--- src/rtl/lsu_pkg.sv ---
// Shared encodings for the load/store unit: RV32I width codes, error causes
// and FSM state type.
package lsu_pkg;

    localparam logic [2:0] F3_B  = 3'b000;
    localparam logic [2:0] F3_H  = 3'b001;
    localparam logic [2:0] F3_W  = 3'b010;
    localparam logic [2:0] F3_BU = 3'b100;
    localparam logic [2:0] F3_HU = 3'b101;

    localparam logic [1:0] ERR_ILLEGAL = 2'b00;
    localparam logic [1:0] ERR_LMIS    = 2'b01;
    localparam logic [1:0] ERR_SMIS    = 2'b10;
    localparam logic [1:0] ERR_TIMEOUT = 2'b11;

    typedef enum logic {
        S_IDLE = 1'b0,
        S_REQ  = 1'b1
    } state_t;

endpackage

--- src/rtl/lsu_align.sv ---
// Combinational data path of the LSU: op legality/alignment check, store lane
// replication with byte strobes, and load byte/halfword extraction with extension.
module lsu_align (
    input  logic        i_store,
    input  logic [2:0]  i_funct3,
    input  logic [1:0]  i_addr_lo,
    input  logic [31:0] i_wdata,
    input  logic [2:0]  i_ld_funct3,
    input  logic [1:0]  i_ld_off,
    input  logic [31:0] i_rdata,
    output logic        o_ok,
    output logic [1:0]  o_cause,
    output logic [31:0] o_wdata,
    output logic [3:0]  o_wstrb,
    output logic [31:0] o_ldata
);
    import lsu_pkg::*;

    logic        w_legal;
    logic        w_mis;
    logic [31:0] w_shift;

    always_comb begin
        w_legal = 1'b0;
        w_mis   = 1'b0;
        if (i_store) begin
            w_legal = (i_funct3 == F3_B) || (i_funct3 == F3_H) || (i_funct3 == F3_W);
        end else begin
            w_legal = (i_funct3 == F3_B) || (i_funct3 == F3_H) || (i_funct3 == F3_W) ||
                      (i_funct3 == F3_BU) || (i_funct3 == F3_HU);
        end
        // funct3[1:0] carries the access size for both signed and unsigned loads
        case (i_funct3[1:0])
            2'b01:   w_mis = i_addr_lo[0];
            2'b10:   w_mis = |i_addr_lo;
            default: w_mis = 1'b0;
        endcase
        o_ok    = w_legal && !w_mis;
        o_cause = !w_legal ? ERR_ILLEGAL : (i_store ? ERR_SMIS : ERR_LMIS);
    end

    always_comb begin
        o_wdata = i_wdata;
        o_wstrb = 4'b1111;
        case (i_funct3)
            F3_B: begin
                o_wdata = {4{i_wdata[7:0]}};
                o_wstrb = 4'b0001 << i_addr_lo;
            end
            F3_H: begin
                o_wdata = {2{i_wdata[15:0]}};
                o_wstrb = 4'b0011 << i_addr_lo;
            end
            default: begin
                o_wdata = i_wdata;
                o_wstrb = 4'b1111;
            end
        endcase
    end

    always_comb begin
        w_shift = i_rdata >> {i_ld_off, 3'b000};
        o_ldata = w_shift;
        case (i_ld_funct3)
            F3_B:    o_ldata = {{24{w_shift[7]}}, w_shift[7:0]};
            F3_BU:   o_ldata = {24'h000000, w_shift[7:0]};
            F3_H:    o_ldata = {{16{w_shift[15]}}, w_shift[15:0]};
            F3_HU:   o_ldata = {16'h0000, w_shift[15:0]};
            default: o_ldata = w_shift;
        endcase
    end

endmodule

--- src/rtl/lsu.sv ---
// Load/store unit: accepts one memory op from EX, runs it over a req/ack bus
// and returns extended load data to writeback or an error pulse to trap logic.
//   state  | meaning
//   S_IDLE | ready for a new op; in_ready high
//   S_REQ  | request outstanding; waiting for mem_ack or timeout
module lsu #(
    parameter int TIMEOUT = 255,
    parameter int AW      = 32
) (
    input  logic          clk,
    input  logic          rst,
    input  logic          in_valid,
    output logic          in_ready,
    input  logic          in_store,
    input  logic [AW-1:0] in_addr,
    input  logic [31:0]   in_wdata,
    input  logic [2:0]    in_funct3,
    input  logic [4:0]    in_rd,
    output logic          mem_req,
    output logic          mem_we,
    output logic [AW-1:0] mem_addr,
    output logic [31:0]   mem_wdata,
    output logic [3:0]    mem_wstrb,
    input  logic          mem_ack,
    input  logic [31:0]   mem_rdata,
    output logic          wb_valid,
    output logic [4:0]    wb_rd,
    output logic [31:0]   wb_data,
    output logic          err_valid,
    output logic [1:0]    err_cause,
    output logic [AW-1:0] err_addr
);
    import lsu_pkg::*;

    localparam int CW = (TIMEOUT > 1) ? $clog2(TIMEOUT) : 1;
    localparam logic [CW-1:0] CNT_LAST = CW'((TIMEOUT > 0) ? TIMEOUT - 1 : 0);

    state_t          r_state;
    logic [CW-1:0]   r_cnt;
    logic            r_mem_req;
    logic            r_mem_we;
    logic [AW-1:0]   r_mem_addr;
    logic [31:0]     r_mem_wdata;
    logic [3:0]      r_mem_wstrb;
    logic [2:0]      r_f3;
    logic [1:0]      r_off;
    logic [4:0]      r_rd;
    logic [AW-1:0]   r_addr;
    logic            r_wb_valid;
    logic [4:0]      r_wb_rd;
    logic [31:0]     r_wb_data;
    logic            r_err_valid;
    logic [1:0]      r_err_cause;
    logic [AW-1:0]   r_err_addr;

    logic            w_ok;
    logic [1:0]      w_cause;
    logic [31:0]     w_wdata;
    logic [3:0]      w_wstrb;
    logic [31:0]     w_ldata;
    logic            w_expire;

    lsu_align u_align (
        .i_store     (in_store),
        .i_funct3    (in_funct3),
        .i_addr_lo   (in_addr[1:0]),
        .i_wdata     (in_wdata),
        .i_ld_funct3 (r_f3),
        .i_ld_off    (r_off),
        .i_rdata     (mem_rdata),
        .o_ok        (w_ok),
        .o_cause     (w_cause),
        .o_wdata     (w_wdata),
        .o_wstrb     (w_wstrb),
        .o_ldata     (w_ldata)
    );

    // Ack in the expiry cycle takes priority, so expiry requires mem_ack low
    assign w_expire = (TIMEOUT != 0) && (r_cnt == CNT_LAST) && !mem_ack;

    always_ff @(posedge clk) begin
        if (rst) begin
            r_state     <= S_IDLE;
            r_cnt       <= '0;
            r_mem_req   <= 1'b0;
            r_mem_we    <= 1'b0;
            r_mem_addr  <= '0;
            r_mem_wdata <= '0;
            r_mem_wstrb <= 4'b0000;
            r_f3        <= 3'b000;
            r_off       <= 2'b00;
            r_rd        <= 5'd0;
            r_addr      <= '0;
            r_wb_valid  <= 1'b0;
            r_wb_rd     <= 5'd0;
            r_wb_data   <= '0;
            r_err_valid <= 1'b0;
            r_err_cause <= 2'b00;
            r_err_addr  <= '0;
        end else begin
            r_wb_valid  <= 1'b0;
            r_err_valid <= 1'b0;
            case (r_state)
                S_IDLE: begin
                    if (in_valid) begin
                        if (w_ok) begin
                            r_state     <= S_REQ;
                            r_cnt       <= '0;
                            r_mem_req   <= 1'b1;
                            r_mem_we    <= in_store;
                            r_mem_addr  <= {in_addr[AW-1:2], 2'b00};
                            r_mem_wdata <= w_wdata;
                            r_mem_wstrb <= in_store ? w_wstrb : 4'b0000;
                            r_f3        <= in_funct3;
                            r_off       <= in_addr[1:0];
                            r_rd        <= in_rd;
                            r_addr      <= in_addr;
                        end else begin
                            r_err_valid <= 1'b1;
                            r_err_cause <= w_cause;
                            r_err_addr  <= in_addr;
                        end
                    end
                end
                S_REQ: begin
                    if (mem_ack) begin
                        r_state     <= S_IDLE;
                        r_mem_req   <= 1'b0;
                        r_mem_we    <= 1'b0;
                        r_mem_wstrb <= 4'b0000;
                        if (!r_mem_we) begin
                            r_wb_valid <= 1'b1;
                            r_wb_data  <= w_ldata;
                            r_wb_rd    <= r_rd;
                        end
                    end else if (w_expire) begin
                        r_state     <= S_IDLE;
                        r_mem_req   <= 1'b0;
                        r_mem_we    <= 1'b0;
                        r_mem_wstrb <= 4'b0000;
                        r_err_valid <= 1'b1;
                        r_err_cause <= ERR_TIMEOUT;
                        r_err_addr  <= r_addr;
                    end else begin
                        r_cnt <= r_cnt + 1'b1;
                    end
                end
                default: r_state <= S_IDLE;
            endcase
        end
    end

    assign in_ready  = (r_state == S_IDLE);
    assign mem_req   = r_mem_req;
    assign mem_we    = r_mem_we;
    assign mem_addr  = r_mem_addr;
    assign mem_wdata = r_mem_wdata;
    assign mem_wstrb = r_mem_wstrb;
    assign wb_valid  = r_wb_valid;
    assign wb_rd     = r_wb_rd;
    assign wb_data   = r_wb_data;
    assign err_valid = r_err_valid;
    assign err_cause = r_err_cause;
    assign err_addr  = r_err_addr;

endmodule

--- config.mk ---
export PLATFORM = sky130hd
export DESIGN_NAME = lsu
export DESIGN_NICKNAME = d
export VERILOG_FILES = /design/src/rtl/lsu_pkg.sv /design/src/rtl/lsu_align.sv /design/src/rtl/lsu.sv
export SDC_FILE = /design/constraint.sdc
export NUM_CORES = 1
export LEC_CHECK = 0
export CAP_MARGIN = 15
export CORE_ASPECT_RATIO = 0.7
export CORE_MARGIN = 3
export CORE_UTILIZATION = 49
export DETAILED_ROUTE_END_ITERATION = 10
export PLACE_DENSITY_LB_ADDON = 0.25
export SETUP_SLACK_MARGIN = 0.15
export SLEW_MARGIN = 20
export SYNTH_ARGS = -nofsm -noshare
export SYNTH_HDL_FRONTEND = slang
export SYNTH_SLANG_ARGS = --single-unit
--- constraint.sdc ---
create_clock -name clk -period 2.5 [get_ports clk]
set_input_delay 0.25 -clock clk [delete_from_list [all_inputs] [get_ports clk]]
set_output_delay 0.25 -clock clk [all_outputs]
set_load 0.01 [all_outputs]
[Yosys cells after proc, flatten, opt, wreduce, memory -nomap -nowiden]
Index checks and enable logic that the tools add are counted.
Word-level totals
  register bits: 192
  bits in latches: 0
  RAM bits: 0
  bits in read-only memories: 0
  bits of input ports: 109
  output and inout port bits: 144
  word-level logic and storage cells: 105
  memories: 0
Cells by class
  add/sub/neg operators: 1
  multipliers: 0
  div/mod/pow operators: 0
  magnitude comparators: 0
  eq/ne operators: 17
  shift-type cells: 3
  multiplexer cells: 47
  bitwise gates (word level): 3
  reductions and logical operators: 17
Operators with widths (number)
  $mux W32: 4
  $pmux W32 S2: 2
  $pmux W32 S4: 1
  $mux W8: 4
  $shr A32 B5 Y32: 1
  $mux W4: 5
  $mux W1: 16
  $pmux W4 S2: 2
  $pmux W8 S2: 1
  $eq A3 B3 Y1 const B: 4
  $mux W2: 6
  $pmux W1 S2: 5
  $reduce_and A3 Y1: 3
  $add A8 B1 Y8 const B: 1
  $eq A8 B8 Y1 const B: 1
  $ne A2 B2 Y1 const B: 4
  $reduce_and A4 Y1: 2
  $eq A3 B1 Y1 const B: 2
  $logic_not A3 Y1: 2
  $logic_or A1 B1 Y1: 4
  $ne A2 B1 Y1 const B: 2
  $pmux W2 S2: 1
  $shl A1 B2 Y4 const A: 1
  $shl A2 B2 Y4 const A: 1
  9 further kinds: 13

[Depth between registers and ports, before layout]
  depth after elaboration: 10
  depth in mapped cells: 9
  gate-level depth less buffers: 6

[Cells and area by module]
Synthesis repeated with hierarchy kept, for this count alone.
Second synthesis, totals
  cell total of the unflattened synthesis: 953
  area total of the unflattened synthesis: 7669.9 um^2
Modules (own cells, without submodules)
  lsu: instances 1, cells an instance 750, area each 6421.2 um^2, seq. area each 3203.1 um^2
  lsu_align: instances 1, cells an instance 203, area each 1248.7 um^2, seq. area each 0.0 um^2

[Least setup slack after synthesis]
Ideal clock, no wire load.
  kind: input to register
  from: in in_funct3[0]
  to: reg r_mem_wdata[21], in the netlist mem_wdata[21]
  setup time: 121 ps
  data arrival time: 1693 ps
  required time: 2379 ps
  slack: 687 ps
  cell stages on the path: 8
  path buffers: 2
  cells stage by stage: inv_1 > ha_1 > buf_4 > o21bai_1 > a211oi_2 > nand3_1 > buf_2 > mux2_2
On the way
  cells in the longest elaborated chain, start to end: 8
  elaborated cells between the ends (all ways): 17
  those cells by class: eq/ne (6); mux (3); reduce/logical (8)
RTL lines
  from (decl): RTL line lsu.sv:17  | input logic [2:0] in_funct3,
  $eq A3 B1 Y1 or $logic_not A3 Y1 (tied branches): RTL line lsu_align.sv:27, lsu_align.sv:29, lsu_align.sv:45
  $logic_or A1 B1 Y1 (2 in a row): RTL line lsu_align.sv:27, lsu_align.sv:29
  $logic_or A1 B1 Y1: RTL line lsu_align.sv:29  | w_legal = (i_funct3 == F3_B) || (i_funct3 == F3_H) || (i_funct3 == F3_W) ||
  $logic_or A1 B1 Y1: RTL line lsu_align.sv:30  | (i_funct3 == F3_BU) || (i_funct3 == F3_HU);
  $mux W1: RTL line lsu_align.sv:26  | if (i_store) begin
  $logic_and A1 B1 Y1: RTL line lsu_align.sv:38  | o_ok = w_legal && !w_mis;
  $reduce_and A3 Y1 (no source line)
  to (signal assigned): RTL line lsu.sv:112  | r_mem_wdata <= w_wdata;
  to (decl): RTL line lsu.sv:43  | logic [31:0] r_mem_wdata;
Parallel ways exist; a longest one is shown, timed or not.
A chain may end at the register's enable or synchronous reset.

[Worst setup path in the final report]
  from: in in_funct3[0]
  to: reg r_mem_wdata[12], in the netlist mem_wdata[12]
The elaborated chain is that of the path after synthesis.

==> run summary <==
Hold_sp: rst
Kind of critical path: primary input to flop
Fin crit share: 92.08%
Gr usage total: 29.15%
Sw Ratio: 28.40%
IO Count: 253
Hold-fix buffers at CTS: 0
Number of I/O port buffers: 250
DP Wirelength: 20,030 um
Largest net degree at the start of global routing: 98
Mux cell area share after synthesis: 6.442%
CTS tree: done
Max-slew violation count: 0
Worst r2r src: r_cnt[1]$_SDFFE_PP0P_
FF+latch count, synth: 160
Reg power frac: 39.2%
# setup viols final: 0
Fin. Hold Viols: 0
Nets: 1,320
LEAKAGE: 4.104 nW
Share of layout cells above drive strength 1: 13.13%
Final clock skew: 9.759 ps
Final wirelength: 30,620 um
WP data required: 2850 ps
Clock Latency Late Sink: 430 ps
Initial Util: 50.74%
Switching pwr: 2.065 mW
Fillcell total: 1,405
Worst r2r path cells: 6
Drt initial violations: 968
Status: complete, no violations
Placed instance count: 1,417
Synth unique cells: 55
Mapped Cells: 1,047
Synth-to-layout area growth: 36.43%
Grt ovf: 0
Clock power frac: 38.8%
End-of-flow core utilization: 69.22%
Post-synthesis sequential area ratio: 36.25%
Worst reg-to-reg setup slack: 330 ps
Xor and xnor area share after synthesis: 0.4955%
VDD IR-drop max: 0.0003893 V
EDFF count, synth: 0
Hold EP: wb_valid$_SDFF_PP0_
Synth Area in Simple Gates: 16.10%
Setup_tns: 0 ps
CORE AREA: 0.01742 mm^2
Max FO, Critical Path: 22
Tmin final: 2302 ps
Die footprint: 0.01971 mm^2
Vias in the first global route: 8,528
Yosys Warn Count: 0
Seq. cell area: 0.003207 mm^2
TritonCTS Sinks: 160
Cts repair resizes: 0
Synthesized-area fraction occupied by adder cells: 0.7079%
CP Launch Type: primary input
Htree depth: 4
DRC viols: 0
CTS Root Cell: clkbuf_16
Synth Area in Compound Gates: 30.13%
Crit path DAT: 2660 ps
PD cells: 603.0 mW/mm^2
Clock tree buffer depth: 2
FF-to-FF End: mem_wstrb[3]$_SDFFE_PP0P_
Fmax: 434.4 MHz
Die H: 118.4 um
Multi-input logic area: 0.004837 mm^2
Worst-path clk slew: 70 ps
Async S/R FF share, synth: 0%
Pre-antenna DRT Iters: 8
Hold depth: 2
Post-Syn Area: 0.008837 mm^2
Top FF cell, synth: dfxtp_1
GP Congestion: 0.8517
ANT nets after route: 0
Global-route wire length before repair: 47,570 um
Routed via count: 9,313
Num rows: 40
RSZ-0062 raised after global routing: yes
Worst rel slew slack: 35.70%
Slew at the pin closest to its max-slew limit: 964.5 ps
Initial antenna violation count: 4
Combinational power share: 22.0%
Largest family of logic cells by synthesized area: compound AO/OA/AOI/OAI gates
Die boundary width: 166.5 um
TritonCTS Buffers: 17
Mean Syn Cell Area: 8.441 um^2
Postcts setup bufs: 0
Avg WL per Cell: 21.10 um
Max Cap Violations: 0
Via density: 6.418
Internal: 5.206 mW
Non-filler cells, final: 1,451
Worst hold path type: primary input to flop
Setup crit end kind: flop
[final cells by class]
cell class,count,share of cell area [%]
clock buffers,20,3.705
diodes,1,0.02076
clock inverters,12,1.505
multi-input cells,708,40.12
inverters,13,0.4047
flip-flops and latches,160,26.60
well taps,231,2.397
repair buffers,306,25.25
[critical path: stages]
cell and delay [ps]:
clkdlybuf4s50_1 550, inv_1 90, ha_1 250, nor3b_2 420, buf_4 220, a211oi_4 50, nand3_1 170, buf_12 210
buf_4 210, mux2i_1 220
[power by group through the flow]
stage | clock [mW] | combinational (mW) | sequential (mW)
2_1_floorplan | 0 | 0.799 | 2.92
3_3_place_gp | 0 | 1.55 | 2.89
3_5_place_dp | 0 | 1.57 | 2.90
4_1_cts | 2.83 | 1.58 | 2.84
5_1_grt | 2.93 | 1.71 | 2.86
6_report | 2.82 | 1.60 | 2.85
[Yosys cell counts (3+ instances only)]
cell       count  area, um^2
o211ai_1      10       75.07
ha_1           5       62.56
clkbuf_1      92       345.3
o41ai_1       48       420.4
nor2_1        79       296.5
o31ai_1       32       240.2
mux2_2        20       225.2
buf_2         37       185.2
xnor2_1        3       26.28
a31o_2        32       280.3
mux2i_1       31       310.3
a2111oi_0     34       297.8
nor4_1         3       18.77
o2bb2ai_1      8       70.07
nor2b_1       12       75.07
a22oi_1        8       60.06
dfxtp_1      160        3203
a21oi_1      103       515.5
buf_4         36       270.3
nand3_1       12       60.06
and3_1         3       18.77
a211oi_1      56       420.4
o21ai_0        6       30.03
nor3_1        15       75.07
inv_1         11       41.29
nand2_1       38       142.6
nand3b_1       3       22.52
nand4_1       82       513.0
nand2b_1      19       118.9
a211o_1       17       148.9
or2_2          3       18.77
[through the flow]
| step | area, um^2 | worst slack, ps | total power [mW] | hold slack, ps |
|---|---|---|---|---|
| 5_1_grt | 12060 | 127.8 | 7.509 | 278.6 |
| 4_1_cts | 12040 | 176.7 | 7.256 | 254.4 |
| 6_report | 12060 | 198.0 | 7.270 | 283.6 |
| 3_3_place_gp | 11410 | -182.6 | 4.441 | 439.6 |
| 3_5_place_dp | 11410 | -260.4 | 4.464 | 446.9 |
| 2_1_floorplan | 8841 | 686.6 | 3.722 | 400.0 |
[layout by cell type (no fill, tap or decap), types with 19 or more instances in the layout]
master / instances
o41ai_1: 48
nand2_1: 38
buf_4: 46
a31o_2: 32
nand2b_1: 19
nor2_1: 77
a2111oi_0: 34
mux2i_1: 31
dfxtp_1: 159
a21oi_1: 102
o31ai_1: 32
a211oi_1: 56
nand4_1: 82
clkdlybuf4s50_1: 248
mux2_2: 20
[worst max-delay path by stage]
stage	startpoint	endpoint	slack [ps]	cells after the start
after CTS	in_funct3[0]	err_addr[9]$_SDFFE_PP0P_	180	8
after global routing	in_funct3[0]	mem_wdata[24]$_SDFFE_PP0P_	130	10
after floorplan	in_funct3[0]	mem_wdata[21]$_SDFFE_PP0P_	690	8
after global placement	in_funct3[1]	err_addr[9]$_SDFFE_PP0P_	-180	9
final	in_funct3[0]	mem_wdata[12]$_SDFFE_PP0P_	200	10
after detailed placement	in_funct3[0]	err_addr[9]$_SDFFE_PP0P_	-260	8
[layer usage]
metal	share of wire [%]	track usage, %	wire, um	vias up
met2	44	43.68	13550	505
met5	0.13	0	41	-
met1	45	41.99	13690	4443
li1	-	-	-	4314
met3	9.5	7.523	2908	45
met4	1.4	7.161	433	6
[sequential cells by signal, indices dropped and copies added (netlist names)]
| register | cells |
|---|---|
| wb_data | 32 |
| err_addr | 32 |
| r_state | 1 |
| r_addr | 30 |
| mem_wdata | 32 |
| err_valid | 1 |
| mem_wstrb | 4 |
| mem_req | 1 |
| wb_rd | 5 |
| mem_addr | 1 |
| r_off | 1 |
| r_rd | 5 |
| r_cnt | 8 |
| wb_valid | 1 |
| mem_we | 1 |
| err_cause | 2 |
| r_f3 | 3 |
[cells by family (layout without fill, tap and decap cells)]
| group | after synthesis | count (layout) |
|---|---|---|
| XOR/XNOR | 5 | 5 |
| flip-flops | 160 | 160 |
| other | 1 | 3 |
| AO/OA/AOI/OAI | 366 | 367 |
| buffers and inverters | 181 | 351 |
| AND/OR/NAND/NOR | 276 | 276 |
| multiplexers | 53 | 53 |
| adder cells (fa/ha/maj) | 5 | 5 |
(Power assumes the default switching activity.)
